===== src/rtl/tcam_pkg.sv =====
`default_nettype none
// ============================================================================
// Module   : tcam_pkg
// Purpose  : Shared constants, helper function and types for the TCAM
//            match-resolver stage.
// Revision : 1.0 - initial release
// ============================================================================
package tcam_pkg;

    localparam int TCAM_RULES = 8;
    localparam int TCAM_IDX_W = 3;
    localparam int TCAM_TAG_W = 8;

    // Ceiling log2, used to size rule indices from the rule count.
    function automatic int clog2(input int value);
        int result;
        result = 0;
        for (int i = 0; i < 32; i++) begin
            if ((1 << result) < value) begin
                result = result + 1;
            end
        end
        return result;
    endfunction

    typedef logic [TCAM_RULES-1:0] match_vec_t;

endpackage
`default_nettype wire


===== src/rtl/tcam_prio_enc.sv =====
`default_nettype none
// ============================================================================
// Module   : tcam_prio_enc
// Purpose  : Combinational priority encoder for a TCAM match vector.
//            Rule 0 sits on the MSB and has the highest priority; the index
//            returned is WIDTH-1 minus the position of the highest set bit.
//            Index is 0 when nothing matched.
// Revision : 1.0 - initial release
// ============================================================================
module tcam_prio_enc
    import tcam_pkg::*;
#(
    parameter int WIDTH = TCAM_RULES,
    parameter int IDX_W = clog2(WIDTH)
) (
    input  logic [WIDTH-1:0] match_vec,
    output logic             hit,
    output logic [IDX_W-1:0] idx
);

    // Scan LSB to MSB so the highest set bit (lowest rule number) wins last.
    always_comb begin
        hit = |match_vec;
        idx = '0;
        for (int i = 0; i < WIDTH; i++) begin
            if (match_vec[i]) begin
                idx = IDX_W'(WIDTH - 1 - i);
            end
        end
    end

endmodule
`default_nettype wire


===== src/rtl/tcam_match_resolver.sv =====
`default_nettype none
// ============================================================================
// Module   : tcam_match_resolver
// Purpose  : Resolves the highest-priority hit of one TCAM lookup, returns
//            {hit, index, tag} through a one-deep valid/ready register and
//            keeps saturating lookup / miss counters.
//            Optional macro TCAM_MULTIHIT_EN adds out_multi / out_nmatch.
// Revision : 1.0 - initial release
// ============================================================================
module tcam_match_resolver
    import tcam_pkg::*;
#(
    parameter int WIDTH = TCAM_RULES,
    parameter int IDX_W = clog2(WIDTH),
    parameter int CNT_W = 16
) (
    input  logic                  clk,
    input  logic                  rst_n,
    input  logic                  in_valid,
    output logic                  in_ready,
    input  logic [WIDTH-1:0]      match_vec,
    input  logic [TCAM_TAG_W-1:0] in_tag,
    output logic                  out_valid,
    input  logic                  out_ready,
    output logic                  out_hit,
    output logic [IDX_W-1:0]      out_idx,
    output logic [TCAM_TAG_W-1:0] out_tag,
    input  logic                  clr_stats,
    output logic [CNT_W-1:0]      lookup_cnt,
`ifdef TCAM_MULTIHIT_EN
    output logic                  out_multi,
    output logic [IDX_W:0]        out_nmatch,
`endif
    output logic [CNT_W-1:0]      miss_cnt
);

    logic             w_accept;
    logic             w_enc_hit;
    logic [IDX_W-1:0] w_enc_idx;

    // The single output slot can take new data when empty or being drained.
    assign in_ready = !out_valid || out_ready;
    assign w_accept = in_valid && in_ready;

    tcam_prio_enc #(
        .WIDTH (WIDTH),
        .IDX_W (IDX_W)
    ) u_prio_enc (
        .match_vec (match_vec),
        .hit       (w_enc_hit),
        .idx       (w_enc_idx)
    );

    // Output valid flag: set on accept, cleared by a pop with no new accept.
    always_ff @(posedge clk or negedge rst_n) begin
        if (!rst_n) begin
            out_valid <= 1'b0;
        end else if (w_accept) begin
            out_valid <= 1'b1;
        end else if (out_ready) begin
            out_valid <= 1'b0;
        end
    end

    // Result register: loaded only on accept, so it holds under backpressure.
    always_ff @(posedge clk or negedge rst_n) begin
        if (!rst_n) begin
            out_hit <= 1'b0;
            out_idx <= '0;
            out_tag <= '0;
        end else if (w_accept) begin
            out_hit <= w_enc_hit;
            out_idx <= w_enc_idx;
            out_tag <= in_tag;
        end
    end

    // Saturating statistics; a clear wins over a same-cycle accept.
    always_ff @(posedge clk or negedge rst_n) begin
        if (!rst_n) begin
            lookup_cnt <= '0;
            miss_cnt   <= '0;
        end else if (clr_stats) begin
            lookup_cnt <= '0;
            miss_cnt   <= '0;
        end else if (w_accept) begin
            if (lookup_cnt != {CNT_W{1'b1}}) begin
                lookup_cnt <= lookup_cnt + CNT_W'(1);
            end
            if (!w_enc_hit && (miss_cnt != {CNT_W{1'b1}})) begin
                miss_cnt <= miss_cnt + CNT_W'(1);
            end
        end
    end

`ifdef TCAM_MULTIHIT_EN
    logic [IDX_W:0] w_popcnt;

    // Population count of the incoming match vector.
    always_comb begin
        w_popcnt = '0;
        for (int i = 0; i < WIDTH; i++) begin
            w_popcnt = w_popcnt + (IDX_W+1)'(match_vec[i]);
        end
    end

    // Multi-hit results share the load/hold behaviour of out_idx.
    always_ff @(posedge clk or negedge rst_n) begin
        if (!rst_n) begin
            out_multi  <= 1'b0;
            out_nmatch <= '0;
        end else if (w_accept) begin
            out_multi  <= (w_popcnt >= (IDX_W+1)'(2));
            out_nmatch <= w_popcnt;
        end
    end
`endif

endmodule
`default_nettype wire

===== config.mk =====
export PLATFORM = sky130hd
export DESIGN_NAME = tcam_match_resolver
export DESIGN_NICKNAME = d
export VERILOG_FILES = /design/src/rtl/tcam_pkg.sv /design/src/rtl/tcam_prio_enc.sv /design/src/rtl/tcam_match_resolver.sv
export SDC_FILE = /design/constraint.sdc
export NUM_CORES = 1
export LEC_CHECK = 0
export BUFFER_PORTS_ARGS = -buffer_cell sky130_fd_sc_hd__buf_2
export CAP_MARGIN = 15
export CORE_ASPECT_RATIO = 0.9
export CORE_UTILIZATION = 46
export DETAILED_ROUTE_END_ITERATION = 7
export PLACE_DENSITY = 0.75
export SLEW_MARGIN = 40
export SYNTH_ARGS = -nofsm -noshare
export SYNTH_HDL_FRONTEND = slang
export SYNTH_SLANG_ARGS = --single-unit
export TNS_END_PERCENT = 5

===== constraint.sdc =====
create_clock -name clk -period 2 [get_ports clk]
set_clock_uncertainty 0.2 [all_clocks]
set_input_delay 0 -clock clk [delete_from_list [all_inputs] [get_ports clk]]
set_output_delay 0 -clock clk [all_outputs]
set_load 0.02 [all_outputs]

# Yosys cells after proc, flatten, opt, wreduce, memory -nomap -nowiden
# Cells that the tools add are included.
[totals]
reg_bits = 45
[classes]
addsub = 2
eq_ne = 2
mux = 16
n_reduce_logical = 12
[op_table]
columns = ["op", "count"]
rows = [
  ["$mux 16", 6],
  ["$add 16x1->16 const B", 2],
  ["$ne 16x16->1 const B", 2],
  ["$mux 3", 8],
  ["$reduce_bool 2->1", 4],
  ["$reduce_or 8->1", 1],
  ["$reduce_and 2->1", 2],
  ["$logic_and 1x1->1", 2],
  ["$logic_not 1->1", 2],
  ["$mux 1", 2],
  ["$logic_or 1x1->1", 1],
]

# Longest topological paths before layout
[logic_depth]
word_depth = 8
ltp_mapped = 7
mapped_depth_nobuf = 6

# By module
# From an unflattened synthesis, not the netlist that was laid out.
[hier_totals]
cells_unflattened = 224
hier_area_um2 = 2329.7
[by_module_without_submodules]
columns = ["module", "seq_area_each_um2", "cells_per_inst", "n_inst", "area_per_inst_um2"]
rows = [
  ["tcam_match_resolver", 1126.1, 211, 1, 2248.4],
  ["tcam_prio_enc", 0.0, 13, 1, 81.3],
]

# Least setup slack after synthesis
# Ideal clock, no wire load.
[synth_timing]
path_kind = "reg-to-reg"
startpoint = "register lookup_cnt[2]"
endpoint = "register lookup_cnt[13]"
n_path_buf = 0
setup_time_ns = 0.078
synth_period_minus_slack_ns = 2.332
path_slack_ns = -0.332
path_stages_with_launch = 6
arrival_time_ns = 2.054
required_time_ns = 1.722
path_cell_list = "dfrtp_1 > nand3_2 > or4b_4 > a311o_1 > or4_1 > a21oi_1"
[synth_between]
elab_chain_len = 4
[synth_rtl]
columns = ["element", "line_no", "rtl"]
rows = [
  ["from (decl)", "tcam_match_resolver.sv:29", "output logic [CNT_W-1:0] lookup_cnt,"],
  ["from (signal assigned)", "tcam_match_resolver.sv:88", "lookup_cnt <= lookup_cnt + CNT_W'(1);"],
  ["$add 16x1->16", "tcam_match_resolver.sv:88", ""],
  ["$mux 16", "tcam_match_resolver.sv:87", "if (lookup_cnt != {CNT_W{1'b1}}) begin"],
  ["$mux 16", "tcam_match_resolver.sv:86", "end else if (w_accept) begin"],
  ["$mux 16", "tcam_match_resolver.sv:83", "end else if (clr_stats) begin"],
]
# Several ways; a longest one is shown, not always the timed one. The select of a mux whose other input is x is not followed.
# A chain may end at the register's enable or synchronous reset.

# Final worst setup path
[layout_timing]
startpoint = "register out_valid"
endpoint = "register lookup_cnt[13]"
[layout_between]
elab_chain_len = 5
[layout_rtl]
columns = ["element", "line_no", "rtl"]
rows = [
  ["from (decl)", "tcam_match_resolver.sv:23", "output logic out_valid,"],
  ["from (signal assigned)", "tcam_match_resolver.sv:57", "out_valid <= 1'b0;"],
  ["from (signal assigned)", "tcam_match_resolver.sv:59", "out_valid <= 1'b1;"],
  ["from (signal assigned)", "tcam_match_resolver.sv:61", "out_valid <= 1'b0;"],
  ["$logic_not 1->1", "tcam_match_resolver.sv:42", "assign in_ready = !out_valid || out_ready;"],
  ["$logic_or 1x1->1", "tcam_match_resolver.sv:42", ""],
  ["$logic_and 1x1->1", "tcam_match_resolver.sv:43", "assign w_accept = in_valid && in_ready;"],
  ["$reduce_bool 2->1 (no line)", "--", ""],
  ["$reduce_and 2->1 (no line)", "--", ""],
]
# No other way between the ends.

==> run_results.csv <==
group,metric,value,unit
worst_setup_path,endpoint_kind,"register",
timing,slew_violations,0,
layout,area.growth.synth_to_final,49.7,%
pwr,cellPowerDensity,566,mW/mm^2
floorplan,start_util,47.7,%
timing,period_share,113,%
timing,slew_headroom,58.9,%
yosys,synth_top_area_cell,"dfrtp_1",
cts,cts.clk_slew.worst_paths,0.09,ns
cts,cts_tree,"built",
cts,numCtsBuffers,5,
worst_setup_path,crit_chain,"nor2b_4 -> or4b_4 -> a311o_1 -> or4_1 -> a21oi_1",
cts,cts_setup_buffers,0,
pwr,totalPowerFinal,1.95,mW
worst_setup_path,critPathMaxFanout,8,
worst_setup_path,reg2reg_slack,-0.26,ns
yosys,synth-edff-count,0,
worst_setup_path,crit_slowest_cell,"or4b_4",
yosys,async_flop_share,100,%
cts,cts_sinks,45,
min_path,hp-class,"in -> async",
outcome,status,"finished, violations left",
layout,drive_gt1_share,40.0,%
yosys,netlist.area_leader.share,48.9,%
timing,max_freq,443,MHz
layout,antennaDiodeCount,0,
worst_setup_path,arrival,2.29,ns
layout,fin_nets,402,
timing,hold_viol_final,0,
worst_setup_path,start_kind,"register",
place,dp_hpwl,4310,um
global_route,grt_max_degree,28,
global_route,grt_pass1_vias,2198,
yosys,ys_warn_count,0,
yosys,ys_top_cells_by_area,"dfrtp_1 49%, a21oi_1 4.6%, xnor2_1 4.6%, mux2_2 3.9%, nor2_1 3.6%",
timing,rsz0062_at_grt,"true",
yosys,synth-seq-area-share,48.9,%
yosys,syn_area_per_cell,9.56,sq um
place,place.gp.congestion,0.838,
floorplan,die_y,69.2,um
job,drv_cap,0,
pwr,p_leak,1.59,nW
yosys,synth-seq-cells,45,
place,port-buffer-count,66,
timing,setup_viol,13,
yosys,ys.flop_type,"dfrtp_1",
timing,tightest_slew,0.617,ns
global_route,antenna_found_initial,0,
detailed_routing,avgRoutedWirePerCell,14.2,um
layout,multiInputGateArea,0.00115,sq mm
detailed_routing,drt_iter0_drc,108,
yosys,synth_area,0.00230,sq mm
worst_setup_path,path_class,"reg -> reg",
detailed_routing,vias_per_cell,5.36,
floorplan,die_area,0.00530,sq mm
cts,cts_buffer_depth,2,
yosys,synth.distinct_cells,44,
worst_setup_path,required,2.03,ns
place,dpl.cell_count,417,
detailed_routing,drc,0,
worst_setup_path,crit_path_max_incr_delay,0.51,ns
timing,finalSetupTns,-1.01,ns
yosys,syn_nets,264,
detailed_routing,drt-total-wl,6340,um
global_route,track_usage,24.2,%
layout,final_cells,445,
global_route,globalRoute.totalOverflow,0,
cts,clock_latency,0.30,ns
global_route,grt_pass1_wl,10200,um
cts,h-tree-depth,2,
floorplan,rows,24,
yosys,syn_inst,241,
outcome,violations,"setup timing",
detailed_routing,num_vias,2383,
timing,fin_crit,2.26,ns
layout,num-fill-cells,358,
detailed_routing,dr.pass1.iters,4,
cts,clockRootBuffer,"clkbuf_8",
pwr,vdd_ir_drop_max,0.347,mV
layout,seq_area,0.00113,sq mm
floorplan,io_pins,67,
detailed_routing,drtAntennaViolNets,0,
floorplan,core_area,0.00483,sq mm
floorplan,die_x,76.6,um
timing,fin_ws,-0.258,ns
-- where the power goes --
group | internal, mW | total [mW] | switching [mW]
logic | 0.119 | 0.271 | 0.151
clock network | 0.406 | 0.723 | 0.316
registers | 0.944 | 0.961 | 0.0166
total | 1.47 | 1.95 | 0.484
-- stage by stage --
stage / setup WS, ns / util, % / cell area (sq um) / hold WS (ns)
after floorplan: -0.220 / - / 2320 / -0.496
after global placement: -0.176 / 64.0 / 3100 / -0.163
after detailed placement: -0.215 / 64.0 / 3100 / -0.160
after CTS: -0.243 / 70.7 / 3420 / 0.00215
after global routing: -0.318 / 71.4 / 3450 / 0.0851
final: -0.258 / 71.4 / 3450 / 0.0623
-- synthesized netlist by cell type, types with 2 or more instances --
master	count
a21oi_1	21
a311o_1	2
a311oi_1	2
and2_1	3
and4_1	3
clkbuf_1	6
dfrtp_1	45
ha_1	2
inv_1	11
mux2_2	8
nand2_1	17
nand3_1	9
nand4_1	11
nor2_1	22
nor3_1	9
nor4_1	3
nor4_2	2
o21ai_0	15
o31ai_1	2
or3_1	12
or4_1	2
xnor2_1	12
-- worst paths after layout --
path                            start             end  depth (start not counted)
max                         out_valid  lookup_cnt[13]                          5
min in group clk             in_valid   lookup_cnt[6]                          6
min reg2reg                out_idx[1]      out_idx[1]                          2
min                             rst_n      out_tag[3]                          2
max reg2reg                 out_valid  lookup_cnt[13]                          5
max in group asynchronous       rst_n     miss_cnt[3]                          3
-- routing by layer --
metal / track usage (%) / part of all wire (%) / vias to the layer above
met1: 31.1 / 44 / 1135
met2: 40.6 / 49 / 83
met3: 5.43 / 5.7 / 10
met5: 0 / 0 / -
li1: - / - / 1155
met4: 7.26 / 1.3 / 0
-- cells in the final DEF (no fill, tap or decap), drive strengths merged, types with 4 or more instances in the layout --
cell type / count
nand3: 10
inv: 12
or3: 13
a21oi: 21
nand4: 11
xnor2: 12
clkbuf: 6
dfrtp: 45
mux2: 8
dlygate4sd3: 20
nand2: 17
nor3: 9
nor4: 5
and2: 4
buf: 118
o21ai: 15
nor2: 22
-- cell type report --
class | instances | area share, %
Sequential cell | 45 | 32.8
Timing Repair Buffer | 138 | 26.7
Inverter | 12 | 1.31
Clock inverter | 2 | 1.09
Tap cell | 65 | 2.36
Clock buffer | 6 | 2.39
Multi-Input combinational cell | 177 | 33.3
-- sequential cells by signal, summed over array words and instances (netlist names) --
signal and count:
miss_cnt 16, out_hit 1, out_idx 3, lookup_cnt 16, out_tag 8, out_valid 1
-- cells by family (layout without fill, tap and decap cells) --
group,after synthesis,count (layout),synth area share [%]
multiplexers,9,9,4.34
AO/OA/AOI/OAI,51,51,13.6
flip-flops,45,45,48.9
adder cells (fa/ha/maj),2,2,1.09
buffers and inverters,19,158,3.09
XOR/XNOR,13,13,4.94
AND/OR/NAND/NOR,102,102,24.1
-- worst max-delay path: cells and delay by family (launching register included) --
kind,cells,cell delay [ns]
AO/OA/AOI/OAI,2,0.51
AND/OR/NAND/NOR,3,1.06
flip-flops,1,0.42
-- timing repair --
action | CTS | global route
endpoints found under the hold margin | 73 | 0
resized for setup | 0 | 7
pin swaps | 8 | 4
hold buffers | 20 | 0
endpoints found under the setup margin | 16 | 27
Note: power is estimated with default switching activity, not from simulation.
